[config.mk]
export PLATFORM = sky130hd
export DESIGN_NAME = adc_axis_ingest
export DESIGN_NICKNAME = d
export VERILOG_FILES = /design/src/rtl/adc_axis_ingest.sv
export SDC_FILE = /design/constraint.sdc
export NUM_CORES = 1
export LEC_CHECK = 0
export ABC_AREA = 1
export BUFFER_PORTS_ARGS = -buffer_cell sky130_fd_sc_hd__buf_2
export CORE_MARGIN = 1
export CORE_UTILIZATION = 46
export CTS_BUF_LIST = sky130_fd_sc_hd__clkbuf_4 sky130_fd_sc_hd__clkbuf_8 sky130_fd_sc_hd__clkbuf_16
export DETAILED_ROUTE_END_ITERATION = 10
export PLACE_DENSITY = 0.7
export SETUP_SLACK_MARGIN = 0.02
export SLEW_MARGIN = 20
export SYNTH_ARGS = -nofsm -noshare
export SYNTH_HDL_FRONTEND = slang
export SYNTH_SLANG_ARGS = --single-unit
[constraint.sdc]
create_clock -name s00_axis_aclk -period 3.5 [get_ports s00_axis_aclk]
set_input_delay 0.35 -clock s00_axis_aclk [delete_from_list [all_inputs] [get_ports s00_axis_aclk]]
set_output_delay 0.35 -clock s00_axis_aclk [all_outputs]
set_load 0.03 [all_outputs]
[src/rtl/adc_axis_ingest.sv]
// adc_axis_ingest: converts offset-binary ADC samples to signed, scaled 64-bit
// samples, buffers them in a first-word-fall-through FIFO and presents them as
// an AXI-Stream master with tlast framing every FRAME_LEN samples.
module adc_axis_ingest #(
  parameter int C_M00_AXIS_TDATA_WIDTH = 64,
  parameter int ADC_WIDTH              = 8,
  parameter int FIFO_DEPTH             = 8,
  parameter int FRAME_LEN              = 1024
) (
  input  logic                                  s00_axis_aclk,
  input  logic                                  s00_axis_aresetn,
  input  logic [ADC_WIDTH-1:0]                  adc_data,
  input  logic                                  adc_valid,
  input  logic                                  enable,
  input  logic [3:0]                            shift,
  input  logic                                  clear_overflow,
  input  logic                                  m00_axis_tready,
  output logic                                  m00_axis_tvalid,
  output logic [C_M00_AXIS_TDATA_WIDTH-1:0]     m00_axis_tdata,
  output logic [C_M00_AXIS_TDATA_WIDTH/8-1:0]   m00_axis_tstrb,
  output logic                                  m00_axis_tlast,
  output logic                                  overflow,
  output logic [$clog2(FIFO_DEPTH):0]           fifo_level
);

  localparam int W      = C_M00_AXIS_TDATA_WIDTH;
  localparam int ADDR_W = $clog2(FIFO_DEPTH);
  localparam int LVL_W  = ADDR_W + 1;
  localparam int FCNT_W = $clog2(FRAME_LEN);

  localparam logic [FCNT_W-1:0] FCNT_LAST = FCNT_W'(FRAME_LEN - 1);
  localparam logic [LVL_W-1:0]  LVL_FULL  = LVL_W'(FIFO_DEPTH);

  // Remove the midscale offset, sign-extend to the stream width, then scale.
  // The centred value fits in ADC_WIDTH+1 bits and a shift of at most 15
  // stays far below the stream width, so no saturation is required.
  function automatic logic signed [W-1:0] adc_to_sample(
    input logic [ADC_WIDTH-1:0] raw,
    input logic [3:0]           sh
  );
    logic signed [ADC_WIDTH:0] centred;
    logic signed [W-1:0]       wide;
    centred = $signed({1'b0, raw}) - $signed({2'b01, {(ADC_WIDTH-1){1'b0}}});
    wide    = {{(W-ADC_WIDTH-1){centred[ADC_WIDTH]}}, centred};
    return wide <<< sh;
  endfunction

  // ---------------- stage 1: conversion register ----------------
  logic                vld_p1_q, vld_p1_d;
  logic signed [W-1:0] data_p1_q, data_p1_d;

  // Capture a converted sample whenever the ADC presents one while enabled.
  always_comb begin
    vld_p1_d  = adc_valid && enable;
    data_p1_d = data_p1_q;
    if (adc_valid && enable) begin
      data_p1_d = adc_to_sample(adc_data, shift);
    end
  end

  // Stage-1 valid bit; cleared by reset so in-flight samples are discarded.
  always_ff @(posedge s00_axis_aclk or negedge s00_axis_aresetn) begin
    if (!s00_axis_aresetn) begin
      vld_p1_q <= 1'b0;
    end else begin
      vld_p1_q <= vld_p1_d;
    end
  end

  // Stage-1 data register carries no reset; it is qualified by vld_p1_q.
  always_ff @(posedge s00_axis_aclk) begin
    data_p1_q <= data_p1_d;
  end

  // ---------------- stage 2: FIFO push / AXIS pop ----------------
  logic [W:0]        mem_q [FIFO_DEPTH];
  logic [ADDR_W-1:0] wr_ptr_q, wr_ptr_d;
  logic [ADDR_W-1:0] rd_ptr_q, rd_ptr_d;
  logic [LVL_W-1:0]  level_q, level_d;
  logic [FCNT_W-1:0] frame_cnt_q, frame_cnt_d;
  logic              overflow_q, overflow_d;
  logic              fifo_nonempty, fifo_full;
  logic              pop, push_ok, drop, last_flag;
  logic [W:0]        head;

  // FIFO bookkeeping: a pop frees a slot in the same cycle, so a push into a
  // full FIFO is only dropped when the head is not leaving.
  always_comb begin
    fifo_nonempty = (level_q != '0);
    fifo_full     = (level_q == LVL_FULL);
    pop           = fifo_nonempty && m00_axis_tready;
    push_ok       = vld_p1_q && (!fifo_full || pop);
    drop          = vld_p1_q && fifo_full && !pop;
    last_flag     = (frame_cnt_q == FCNT_LAST);

    wr_ptr_d = push_ok ? wr_ptr_q + ADDR_W'(1) : wr_ptr_q;
    rd_ptr_d = pop     ? rd_ptr_q + ADDR_W'(1) : rd_ptr_q;

    case ({push_ok, pop})
      2'b10:   level_d = level_q + LVL_W'(1);
      2'b01:   level_d = level_q - LVL_W'(1);
      default: level_d = level_q;
    endcase

    // Frame count only advances on samples that actually enter the FIFO and
    // is held at zero while disabled so frames restart aligned.
    frame_cnt_d = frame_cnt_q;
    if (!enable) begin
      frame_cnt_d = '0;
    end else if (push_ok) begin
      frame_cnt_d = last_flag ? '0 : frame_cnt_q + FCNT_W'(1);
    end

    // A new drop wins over a simultaneous clear request.
    overflow_d = overflow_q;
    if (drop) begin
      overflow_d = 1'b1;
    end else if (clear_overflow) begin
      overflow_d = 1'b0;
    end
  end

  // FIFO control state with asynchronous reset.
  always_ff @(posedge s00_axis_aclk or negedge s00_axis_aresetn) begin
    if (!s00_axis_aresetn) begin
      wr_ptr_q    <= '0;
      rd_ptr_q    <= '0;
      level_q     <= '0;
      frame_cnt_q <= '0;
      overflow_q  <= 1'b0;
    end else begin
      wr_ptr_q    <= wr_ptr_d;
      rd_ptr_q    <= rd_ptr_d;
      level_q     <= level_d;
      frame_cnt_q <= frame_cnt_d;
      overflow_q  <= overflow_d;
    end
  end

  // FIFO storage: {tlast, sample} written at the write pointer.
  always_ff @(posedge s00_axis_aclk) begin
    if (push_ok) begin
      mem_q[wr_ptr_q] <= {last_flag, data_p1_q};
    end
  end

  // Outputs come from registered state only; empty FIFO presents zeros.
  assign head            = mem_q[rd_ptr_q];
  assign m00_axis_tvalid = fifo_nonempty;
  assign m00_axis_tdata  = fifo_nonempty ? head[W-1:0] : '0;
  assign m00_axis_tlast  = fifo_nonempty && head[W];
  assign m00_axis_tstrb  = {(W/8){fifo_nonempty}};
  assign overflow        = overflow_q;
  assign fifo_level      = level_q;

endmodule

After elaboration in Yosys (flattened, before gate mapping)
Memories as Yosys holds them, arrays and structs flattened.
Index checks and enable logic that the tools add are counted.
{ "totals": {"romBits": 0, "elab_cells": 41, "output_inout_bits": 79, "register_bits": 86, "latchBits": 0, "ramBits": 520, "inputBits": 18, "n_memories": 1} }
{ "op_classes": {"div_mod_pow": 0, "n_addsub": 6, "muxes": 9, "n_lt_le_gt_ge": 0, "eq_ne": 5, "mul": 0, "shifts": 1, "n_reduce_logical": 12, "n_bitwise": 0} }
{ "mem_list": {"columns": ["name", "words", "width", "read_ports", "rd_ports_with_merged_regs", "wr", "line", "source"], "rows": [
  ["mem_q", 8, 65, 1, 0, 1, "76", "logic [W:0] mem_q [FIFO_DEPTH];"]
]} }
{ "ops": {"columns": ["operator", "count"], "rows": [
  ["$mux 64", 1],
  ["$sshl 9x4->64", 1],
  ["$mux 10", 3],
  ["$add 10x1->10 const B", 1],
  ["$eq 10x10->1 const B", 1],
  ["$sub 8x8->9 const B", 1],
  ["$pmux 4 s2", 1],
  ["$add 3x1->3 const B", 2],
  ["$logic_and 1x1->1", 6],
  ["$add 4x1->4 const B", 1],
  ["$eq 4x4->1 const B", 1],
  ["$mux 1", 4],
  ["$reduce_bool 2->1", 2],
  ["$reduce_bool 4->1", 1],
  ["$sub 4x1->4 const B", 1],
  ["$eq 2x1->1 const B", 1],
  ["$eq 2x2->1 const B", 1],
  ["$logic_not 1->1", 2],
  ["$ne 2x1->1 const B", 1],
  ["$logic_or 1x1->1", 1]
]} }

Longest topological paths before layout
Gate-level depths: netlist of the first run.
{ "depth": {"depth_word": 6, "depth_mapped": 11, "mapped_depth_nobuf": 11} }

Least setup slack after synthesis of the first run
No wires, ideal clock.
{ "synth_timing": {"path_type": "register to output", "start": "register level_q[0] (netlist: fifo_level[0])", "end": "output m00_axis_tdata[23]", "stages_incl_launch_ff": 7, "t_required_ns": 3.150, "slack_ns": -0.486, "arrival_ns": 3.636, "path_cell_list": "dfrtp_1 -> nor2_2 -> nand2_2 -> clkbuf_1 -> o21ai_1 -> nor2_1 -> buf_4"} }
{ "synth_via": {"elab_chain_len": 2} }
{ "synth_rtl": {"columns": ["element", "line", "source"], "rows": [
  ["start: declaration", "79", "logic [LVL_W-1:0] level_q, level_d;"],
  ["start signal: assignment", "134", "level_q <= level_d;"],
  ["$reduce_bool 4->1", "89", "fifo_nonempty = (level_q != '0);"],
  ["via m00_axis_tvalid", "18", "output logic m00_axis_tvalid,"],
  ["$mux 64", "150", "assign m00_axis_tdata = fifo_nonempty ? head[W-1:0] : '0;"],
  ["end: declaration", "19", "output logic [C_M00_AXIS_TDATA_WIDTH-1:0] m00_axis_tdata,"]
]} }
The timed path passes the listed nets, and every way through them passes these cells.

Final worst setup path of the first run
{ "layout_timing": {"start": "register rd_ptr_q[0]", "end": "output m00_axis_tdata[42]"} }
{ "layout_via": {"elab_chain_len": 2} }
{ "layout_rtl": {"columns": ["element", "line", "source"], "rows": [
  ["start: declaration", "78", "logic [ADDR_W-1:0] rd_ptr_q, rd_ptr_d;"],
  ["start signal: assignment", "133", "rd_ptr_q <= rd_ptr_d;"],
  ["$mem_v2 8x65", null, null],
  ["$mux 64", "150", null]
]} }
No other way between the ends.

==> results of run 1 <==
==> critical path: stages (launching register included) <==
cell,delay (ns)
dfrtp_2,0.43
inv_2,0.36
buf_4,0.28
nor2_1,0.06
o32ai_1,0.11
nor2_1,0.08
nor2_2,0.13
buf_4,0.28
buf_2,0.25
==> through the flow <==
step	power (mW)	setup WS [ns]
after floorplan	7.83	0.164
after global placement	8.35	1.21
after detailed placement	8.40	1.18
after CTS	11.1	0.632
after global routing	11.7	0.424
final	11.0	0.660
==> routing by layer <==
metal | GRT usage [%] | up-vias | routed length [µm] | share of wire [%]
met1 | 25.0 | 3109 | 9320 | 46
met2 | 30.0 | 168 | 9450 | 47
met3 | 2.83 | 34 | 1030 | 5.1
met4 | 6.00 | 0 | 446 | 2.2
li1 | - | 3152 | - | -
met5 | 0 | - | 0 | 0
==> timing repair <==
action / 4_1_cts / 5_1_grt
hold endpoints to repair: 22 / 0
hold buffers: 1 / 0
gates resized for setup: 0 / 0
==> worst paths after layout <==
path	from	endpoint	slack, ns	cells past startpoint
setup reg to reg	fifo_level[0]	fifo_level[2]	1.34	11
setup / recovery	rd_ptr_q[0]	m00_axis_tdata[42]	0.66	8
min in group asynchronous	s00_axis_aresetn	frame_cnt_q[0]	0.35	2
max in group asynchronous	s00_axis_aresetn	rd_ptr_q[1]	2.77	2
hold reg to reg	overflow	overflow	0.53	2
hold / removal	clear_overflow	overflow	0.03	2
==> Yosys cell counts (2+ instances only) <==
cell	count	area (µm²)
nor2_1	219	822
edfxtp_1	215	6460
o21ai_0	94	470
nand2_1	84	315
buf_4	58	435
o32ai_1	48	420
inv_1	34	128
dfrtp_1	22	551
clkbuf_1	20	75.1
o21ai_1	13	65.1
a21oi_1	9	45.0
buf_2	9	45.0
nand3_1	9	45.0
xor2_1	7	61.3
buf_6	5	56.3
ha_1	4	50.1
buf_1	3	11.3
inv_2	3	11.3
nand2_2	3	18.8
nand4_1	3	18.8
nor3_1	3	15.0
nand3_2	2	20.0
nor2_2	2	12.5
==> registers in the layout, indices dropped and copies added, names as in the netlist <==
signal and cells:
wr_ptr_q 3, overflow 1, rd_ptr_q 3, vld_p1_q 1, frame_cnt_q 10, data_p1_q 23
fifo_level 4, mem_q 192
==> cell type report <==
class,instances,area (µm²),area share (%)
inverter,37,139,1.20
multi-input combinational,513,2520,21.8
tap,280,350,3.04
clock buffer,28,648,5.62
sequential,237,7010,60.8
clock inverter,15,206,1.79
timing repair buffer,114,656,5.69
==> power breakdown <==
part	internal (mW)	switching, mW
clock	1.69	1.01
sequential	3.35	0.196
combinational	1.28	3.48
total	6.32	4.69
==> cell families after synthesis <==
kind of cell	after synthesis	synth area share (%)
and+or+nand+nor	331	12.9
DFF	237	68.3
AOI/OAI and AO/OA	170	10.2
buffers and inverters	132	7.42
xor gates and xnor gates	7	0.597
adders and majority gates	4	0.488
muxes	1	0.0975
==> flow_metrics.env, run 1 <==
export IMPL_run_status="completed"
export IMPL_via_count=6463
export IMPL_post_dp_hpwl_um=12000
export IMPL_post_route_util_pct=52.8
export IMPL_rows=54
export IMPL_layoutNonFillerInstCount=1224
export IMPL_required_time_worst_endpoint_ns=3.15
export IMPL_time_the_worst_path_needs_with_i_o_delays_and_setup_ns=2.84
export IMPL_placeableCoreArea_um2=21800
export IMPL_finish_net_count=949
export IMPL_die_area_um2=22900
export IMPL_worstMarginPinSlew_ns=1.00
export IMPL_setup_repair_bufs_after_cts=0
export IMPL_post_route_drc_count=0
export IMPL_cts_made_buffers=24
export IMPL_numPortBuffers=96
export IMPL_synth_seq_area_share_pct=68.3
export IMPL_cts_sinks=237
export IMPL_synth_enable_flop_cells=215
export IMPL_clk_pin_slew_worst_paths_ns=0.06
export IMPL_worst_skew_pair_late_latency_ns=0.51
export IMPL_post_drt_wl_per_cell_um=16.5
export IMPL_syn_cell_area_um2=10300
export IMPL_tritoncts="done"
export IMPL_firstDrtPassIters=5
export IMPL_critPathCaptureType="output pin"
export IMPL_worst_path_max_fanout=42
export IMPL_mostFrequentLayoutCell="edfxtp_1"
export IMPL_cts_htree_levels=1
export IMPL_powerDensity_nw_per_um2=955
export IMPL_power_ir_vdd_worst_mv=1.11
export IMPL_grt_pass1_wl_um=31700
export IMPL_synthesis_instances=882
export IMPL_place_area_um2=10700
export IMPL_final_setup_tns_ns=0
export IMPL_cts_max_path_bufs=3
export IMPL_design_area_um2=11500
export IMPL_crit_type="reg -> out"
export IMPL_layout_common_cells="edfxtp_1 (215), nor2_1 (210), buf_2 (96)"
export IMPL_vias_per_cell=5.28
export IMPL_detailedRoute_firstIterationViolations=463
export IMPL_fin_skew_ns=0.00922
export IMPL_number_of_synthesized_register_bits=237
export IMPL_yosys_warnings=0
export IMPL_fp_dieW_um=151
export IMPL_power_leakage_nw=4.23
export IMPL_grt_pass1_vias=5983
export IMPL_antenna_cells_inserted=0
export IMPL_drv_max_cap_violation_count=0
export IMPL_finalSetupViolations=0
export IMPL_grt_util_all_layers_pct=18.3
export IMPL_clockRootBuffer="clkbuf_16"
export IMPL_cp_data_arrival_time_ns=2.49
export IMPL_drtAntennaViolNets=0
export IMPL_mappedNetlistNets=904
export IMPL_unrepaired_setup_endpoints_after_global_routing="no"
export IMPL_final_layout_size_suffix_gt1_share_pct=19.2
export IMPL_finalHoldWorstSlack_ns=0.0283
export IMPL_dominantRegCellSynth="edfxtp_1"
export IMPL_synth_unique_cells=36
export IMPL_globalRoute_totalOverflow=0
export IMPL_relSlewSlack_pct=33.1
export IMPL_ys_async_sr_fraction_pct=9.28
export IMPL_chipHeight_um=151
export IMPL_antenna_violations_before_repair=0
export IMPL_clock_fmax_mhz=352
export IMPL_gp_congestion=0.820
export IMPL_initial_core_util_pct=47.0
export IMPL_hold_violations=0
export IMPL_maximum_number_of_pins_on_one_net_before_global_route_repair=98
export IMPL_report_final_slew_viol_count=0
export IMPL_postSynthAreaPerCell_um2=11.6
export IMPL_hold_path_class="in -> reg"
export IMPL_totalWireLength_um=20200
export IMPL_final_min_period_over_clock_period_pct=81.1
export IMPL_post_place_cells=1180
export IMPL_worstSetupStartpointType="flop"
export IMPL_filler_cell_count=1835
export IMPL_synthToLayoutAreaGrowth_pct=12.3
export IMPL_design_portCount=97
No activity file was read; power rests on OpenSTA's default activity.
==> inputs of run 2 (changes only) <==
--- a/config.mk
+++ b/config.mk
@@ -11,7 +11,7 @@
 export CORE_UTILIZATION = 46
 export CTS_BUF_LIST = sky130_fd_sc_hd__clkbuf_4 sky130_fd_sc_hd__clkbuf_8 sky130_fd_sc_hd__clkbuf_16
 export DETAILED_ROUTE_END_ITERATION = 10
-export PLACE_DENSITY = 0.7
+export PLACE_DENSITY = 0.73
 export SETUP_SLACK_MARGIN = 0.02
 export SLEW_MARGIN = 20
 export SYNTH_ARGS = -nofsm -noshare
==> constraint.sdc (replaced) <==
create_clock -name s00_axis_aclk -period 2.3 [get_ports s00_axis_aclk]
set_input_delay 0.23 -clock s00_axis_aclk [delete_from_list [all_inputs] [get_ports s00_axis_aclk]]
set_output_delay 0.23 -clock s00_axis_aclk [all_outputs]
set_load 0.03 [all_outputs]
==> run 2 against run 1 <==
  * The run now ends with setup timing left
  * Flip-flop and latch count unchanged
  * Utilization up 9.0 points
  * Combinational power grew to 2.7 times the previous value
  * Global-route usage is 2.0 points higher
  * Final area rose by 17%
  * Final cell count increased by 4.5%
  * Critical path depth rose by 2
  * Critical endpoint is now m00_axis_tdata[17]
  * Largest cell class unchanged
==> flow_metrics.env, run 2 (same netlist as run 1, synthesis figures left out) <==
export IMPL_firstDrtPassIters=5
export IMPL_power_leakage_nw=4.98
export IMPL_critPathCaptureType="output pin"
export IMPL_initial_core_util_pct=47.0
export IMPL_antenna_violations_before_repair=0
export IMPL_sink_of_the_worst_hold_path="data_p1_q[22]"
export IMPL_relSlewSlack_pct=64.1
export IMPL_post_place_cells=1192
export IMPL_grt_pass1_vias=6341
export IMPL_r2r_end="mem_q[4][20]"
export IMPL_grt_pass1_wl_um=34700
export IMPL_sw_frac_of_total_pct=40.7
export IMPL_layout_setup_ws_ns=-0.174
export IMPL_power_ir_vdd_worst_mv=1.00
export IMPL_clk_pin_slew_worst_paths_ns=0.06
export IMPL_cp_data_arrival_time_ns=2.24
export IMPL_drv_max_cap_violation_count=0
export IMPL_p_sw_mw=9.03
export IMPL_hold_violations=0
export IMPL_holdPathStages=2
export IMPL_post_route_drc_count=0
export IMPL_layoutNonFillerInstCount=1279
export IMPL_totalWireLength_um=26700
export IMPL_post_drt_wl_per_cell_um=20.8
export IMPL_fp_dieW_um=151
export IMPL_gp_congestion=0.847
export IMPL_crit_reg2reg_launch="fifo_level[0]"
export IMPL_cts_htree_levels=1
export IMPL_dpl_worst_slack_ns=0.357
export IMPL_fin_skew_ns=0.0123
export IMPL_mostFrequentLayoutCell="edfxtp_1"
export IMPL_largest_register_by_flop_count="mem_q"
export IMPL_detailedRoute_firstIterationViolations=627
export IMPL_run_status="complete, but fails checks"
export IMPL_rows=54
export IMPL_min_delay_start="adc_data[7]"
export IMPL_time_the_worst_path_needs_with_i_o_delays_and_setup_ns=2.47
export IMPL_worst_path_max_fanout=8
export IMPL_hold_path_class="in -> reg"
export IMPL_filler_cell_count=1556
export IMPL_violations_in_the_final_reports="setup timing"
export IMPL_final_min_period_over_clock_period_pct=108
export IMPL_required_time_worst_endpoint_ns=2.07
export IMPL_unrepaired_setup_endpoints_after_global_routing="yes"
export IMPL_via_count=7277
export IMPL_final_seq_area_um2=7010
export IMPL_numPortBuffers=96
export IMPL_clock_fmax_mhz=404
export IMPL_reg_top3="mem_q: 192 flops, data_p1_q: 23 flops, frame_cnt_q: 10 flops"
export IMPL_power_report_internal_total_mw=13.2
export IMPL_pnr_total_power_mw=22.2
export IMPL_chipHeight_um=151
export IMPL_final_layout_size_suffix_gt1_share_pct=31.7
export IMPL_cts_max_path_bufs=3
export IMPL_vias_per_cell=5.69
export IMPL_design_portCount=97
export IMPL_combinational_share_of_power_pct=58.1
export IMPL_cts_made_buffers=24
export IMPL_finalSetupViolations=64
export IMPL_cts_sinks=237
export IMPL_drtAntennaViolNets=0
export IMPL_worstMarginPinSlew_ns=0.538
export IMPL_clockRootBuffer="clkbuf_16"
export IMPL_multi_input_combinational_cell_area_um2=3000
export IMPL_placeableCoreArea_um2=21800
export IMPL_post_dp_hpwl_um=12600
export IMPL_worst_skew_pair_late_latency_ns=0.53
export IMPL_report_final_slew_viol_count=0
export IMPL_grt_util_all_layers_pct=20.4
export IMPL_seq_power_share_pct=24.2
export IMPL_number_of_flip_flops_in_the_largest_register=192
export IMPL_finish_net_count=1003
export IMPL_crit_type="reg -> out"
export IMPL_antenna_cells_inserted=0
export IMPL_synthToLayoutAreaGrowth_pct=31.3
export IMPL_maximum_number_of_pins_on_one_net_before_global_route_repair=39
export IMPL_globalRoute_totalOverflow=0
export IMPL_ff2ff_setup_slack_ns=0.46
export IMPL_worstSetupStartpointType="flop"
export IMPL_tritoncts="done"
export IMPL_die_area_um2=22900
export IMPL_powerDensity_nw_per_um2=1650
export IMPL_power_frac_clock_pct=17.7
export IMPL_worstRegToRegCells=6
export IMPL_layout_common_cells="edfxtp_1 (215), nor2_1 (174), nand2_1 (84)"
==> run 2: cell types whose count changed in the layout (fill, tap and decap cells not counted), sizes merged <==
cell | before | now
clkbuf | 28 | 38
clkinvlp | 2 | 1
buf | 113 | 153
dlygate4sd3 | 1 | 3
clkinv | 8 | 14
bufinv | 5 | 3
==> run 2: worst max path at each step <==
stage,start,to,slack (ns),depth (start not counted)
global route,rd_ptr_q[0],m00_axis_tdata[17],-0.21,10
floorplan,fifo_level[0],mem_q[0][0],-0.17,5
finish,rd_ptr_q[0],m00_axis_tdata[17],-0.17,10
global placement,rd_ptr_q[0],m00_axis_tdata[13],0.41,7
CTS,rd_ptr_q[0],m00_axis_tdata[1],-0.09,8
detailed placement,rd_ptr_q[0],m00_axis_tdata[0],0.36,7
==> run 2: routing by layer <==
metal	vias up	track usage, %	wire length, µm
li1	3274	-	-
met1	3487	26.4	10100
met2	430	34.4	13400
met3	86	2.74	2140
met4	0	8.30	980
met5	-	0	0
==> run 2: cell type report <==
| class | count | area share (%) |
|---|---|---|
| Sequential cell | 237 | 52.0 |
| Multi-Input combinational cell | 513 | 22.2 |
| Timing Repair Buffer | 168 | 16.1 |
| Clock buffer | 26 | 4.70 |
| Tap cell | 280 | 2.60 |
| Clock inverter | 18 | 1.23 |
| Inverter | 37 | 1.09 |
==> run 2: critical path: stages, from the launching register on <==
cell and delay (ns):
dfrtp_2 0.48, inv_8 0.10, buf_12 0.11, buf_12 0.12, buf_12 0.13, buf_4 0.12, nor2_4 0.04, o32ai_2 0.17
o21ai_1 0.14, nor2_2 0.15, buf_6 0.15
==> run 2: what timing repair did <==
item                                    4_1_cts  5_1_grt
gates cloned                                  7       14
gates resized for setup                     133      178
hold buffers                                  3        0
pin swaps                                    29       37
hold endpoints to repair                     24        0
buffers inserted                             11        8
endpoints found under the setup margin       65       65
==> run 2: power by group through the flow <==
| stage | logic (mW) | registers, mW | clock network (mW) |
|---|---|---|---|
| 2_1_floorplan | 6.91 | 5.40 | 0 |
| 3_5_place_dp | 7.77 | 5.42 | 0 |
| 3_3_place_gp | 7.67 | 5.41 | 0 |
| 4_1_cts | 9.75 | 5.34 | 3.93 |
| 5_1_grt | 13.5 | 5.41 | 4.10 |
| 6_report | 12.9 | 5.38 | 3.92 |
==> run 2: through the flow <==
step           hold slack, ns  cell area [µm²]  setup TNS (ns)  utilization [%]
3_3_place_gp            0.240            10900               0             49.9
3_5_place_dp            0.246            10900               0             49.9
5_1_grt                0.0683            13500          -10.79             61.8
6_report               0.0559            13500           -6.62             61.8
2_1_floorplan         -0.0656            10400          -22.12                -
4_1_cts                0.0490            12400           -3.97             56.8
==> inputs of run 3 (changes only) <==
--- a/config.mk
+++ b/config.mk
@@ -11,7 +11,7 @@
 export CORE_UTILIZATION = 46
 export CTS_BUF_LIST = sky130_fd_sc_hd__clkbuf_4 sky130_fd_sc_hd__clkbuf_8 sky130_fd_sc_hd__clkbuf_16
 export DETAILED_ROUTE_END_ITERATION = 10
-export PLACE_DENSITY = 0.73
+export PLACE_DENSITY = 0.7
 export SETUP_SLACK_MARGIN = 0.02
 export SLEW_MARGIN = 20
 export SYNTH_ARGS = -nofsm -noshare
==> constraint.sdc (replaced) <==
create_clock -name s00_axis_aclk -period 3.05 [get_ports s00_axis_aclk]
set_input_delay 0.305 -clock s00_axis_aclk [delete_from_list [all_inputs] [get_ports s00_axis_aclk]]
set_output_delay 0.305 -clock s00_axis_aclk [all_outputs]
set_load 0.03 [all_outputs]
==> run 3 against run 2 <==
  * Critical endpoint is now m00_axis_tdata[57]
  * Utilization is 9.2 points lower
  * Flip-flop and latch count stayed put
  * Clock-buffer cell count up 2
  * Final cell count is 4.1% lower
  * Combinational power shrank 57%
  * Register-to-register slack improved by 0.54 ns
  * Sequential power decreased by 25%
  * Global-route usage decreased by 1.6 points
  * First-iteration DRC count fell by 30%
  * Sequential share of layout area rose by 9.1 points
  * Largest cell class unchanged
  * The run now ends clean
  * Highest routed layer unchanged
==> flow_metrics.env, run 3 (same netlist as run 1, synthesis figures left out) <==
export IMPL_filler_cell_count=1849
export IMPL_grt_util_all_layers_pct=18.8
export IMPL_cp_data_arrival_time_ns=2.46
export IMPL_post_route_drc_count=0
export IMPL_post_drt_wl_per_cell_um=17.1
export IMPL_numPortBuffers=96
export IMPL_relSlewSlack_pct=59.7
export IMPL_final_setup_tns_ns=0
export IMPL_initial_core_util_pct=47.0
export IMPL_maximum_number_of_pins_on_one_net_before_global_route_repair=44
export IMPL_finalHoldWorstSlack_ns=0.0926
export IMPL_cts_made_buffers=23
export IMPL_worstMarginPinSlew_ns=0.604
export IMPL_cts_htree_levels=1
export IMPL_synthToLayoutAreaGrowth_pct=11.8
export IMPL_final_layout_size_suffix_gt1_share_pct=19.5
export IMPL_antenna_violations_before_repair=0
export IMPL_globalRoute_totalOverflow=0
export IMPL_largest_register_by_flop_count="mem_q"
export IMPL_worst_path_max_fanout=42
export IMPL_finalSetupViolations=0
export IMPL_powerDensity_nw_per_um2=1080
export IMPL_worst_skew_pair_late_latency_ns=0.51
export IMPL_rows=54
export IMPL_mostFrequentLayoutCell="edfxtp_1"
export IMPL_chipHeight_um=151
export IMPL_hold_violations=0
export IMPL_hold_path_class="in -> reg"
export IMPL_required_time_worst_endpoint_ns=2.74
export IMPL_power_ir_vdd_worst_mv=1.23
export IMPL_placeableCoreArea_um2=21800
export IMPL_clock_fmax_mhz=362
export IMPL_finish_net_count=955
export IMPL_grt_pass1_vias=5944
export IMPL_via_count=6511
export IMPL_post_route_util_pct=52.6
export IMPL_clk_pin_slew_worst_paths_ns=0.06
export IMPL_fp_dieW_um=151
export IMPL_cts_max_path_bufs=3
export IMPL_detailedRoute_firstIterationViolations=436
export IMPL_drtAntennaViolNets=0
export IMPL_clockRootBuffer="clkbuf_16"
export IMPL_final_min_period_over_clock_period_pct=90.6
export IMPL_setup_repair_bufs_after_cts=0
export IMPL_critPathCaptureType="output pin"
export IMPL_multi_input_combinational_cell_area_um2=2520
export IMPL_die_area_um2=22900
export IMPL_tritoncts="done"
export IMPL_reg_top3="mem_q: 192 flops, data_p1_q: 23 flops, frame_cnt_q: 10 flops"
export IMPL_cts_sinks=237
export IMPL_power_leakage_nw=4.22
export IMPL_grt_pass1_wl_um=32300
export IMPL_totalWireLength_um=21000
export IMPL_post_dp_hpwl_um=12900
export IMPL_firstDrtPassIters=7
export IMPL_fin_skew_ns=0.0243
export IMPL_report_final_slew_viol_count=0
export IMPL_antenna_cells_inserted=0
export IMPL_drv_max_cap_violation_count=0
export IMPL_ff2ff_setup_slack_ns=1.00
export IMPL_time_the_worst_path_needs_with_i_o_delays_and_setup_ns=2.76
export IMPL_design_portCount=97
export IMPL_number_of_flip_flops_in_the_largest_register=192
export IMPL_worstSetupStartpointType="flop"
export IMPL_crit_type="reg -> out"
export IMPL_vias_per_cell=5.31
export IMPL_layout_common_cells="edfxtp_1 (215), nor2_1 (210), buf_2 (96)"
export IMPL_unrepaired_setup_endpoints_after_global_routing="no"
export IMPL_run_status="completed"
export IMPL_final_seq_area_um2=7010
export IMPL_gp_congestion=0.797
## run 3: power breakdown
| group | switching, mW | internal (mW) |
|---|---|---|
| Clock | 1.13 | 1.71 |
| Sequential | 0.207 | 3.84 |
| Combinational | 4.08 | 1.45 |
## run 3: final timing paths
path | startpoint | to | depth (start not counted)
setup / recovery | rd_ptr_q[0] | m00_axis_tdata[57] | 6
hold / removal | enable | frame_cnt_q[6] | 3
setup reg to reg | fifo_level[0] | mem_q[3][15] | 7
hold reg to reg | overflow | overflow | 2
max in group asynchronous | s00_axis_aresetn | rd_ptr_q[0] | 2
min in group asynchronous | s00_axis_aresetn | frame_cnt_q[8] | 2
## run 3: critical path, cell delays in order, from the launching register on
cell	delay (ns)
dfrtp_2	0.41
buf_4	0.28
nor2_1	0.09
o32ai_1	0.27
nor2_1	0.10
nor2_4	0.49
buf_2	0.31
## run 3: stage by stage
stage / setup slack, ns / total power [mW] / area [µm²] / cells
floorplan: 0.152 / 8.98 / 10300 / 882
global placement: 0.842 / 9.58 / 10700 / 1186
detailed placement: 0.793 / 9.66 / 10700 / 1186
CTS: 0.242 / 12.5 / 11500 / 1227
global route: 0.0356 / 13.2 / 11500 / 1227
finish: 0.286 / 12.4 / 11500 / 1227
## run 3: what timing repair did
action                                 4_1_cts  5_1_grt
endpoints found under the hold margin       23        0
hold buffers                                 2        0
resized for setup                            0        0
## run 3: layout make-up
type,count,area share (%)
clock buffers,28,5.45
clock inverters,11,1.21
inverters,37,1.21
multi-input cells,513,22.0
flip-flops and latches,237,61.1
well taps,280,3.05
repair buffers,121,5.98
## run 3: metal layers
layer,track usage (%),share of wire (%),up-vias
met4,5.25,2.1,0
met1,25.3,44,3126
met2,31.7,48,176
met5,0,0,-
li1,-,-,3173
met3,2.77,5.5,36
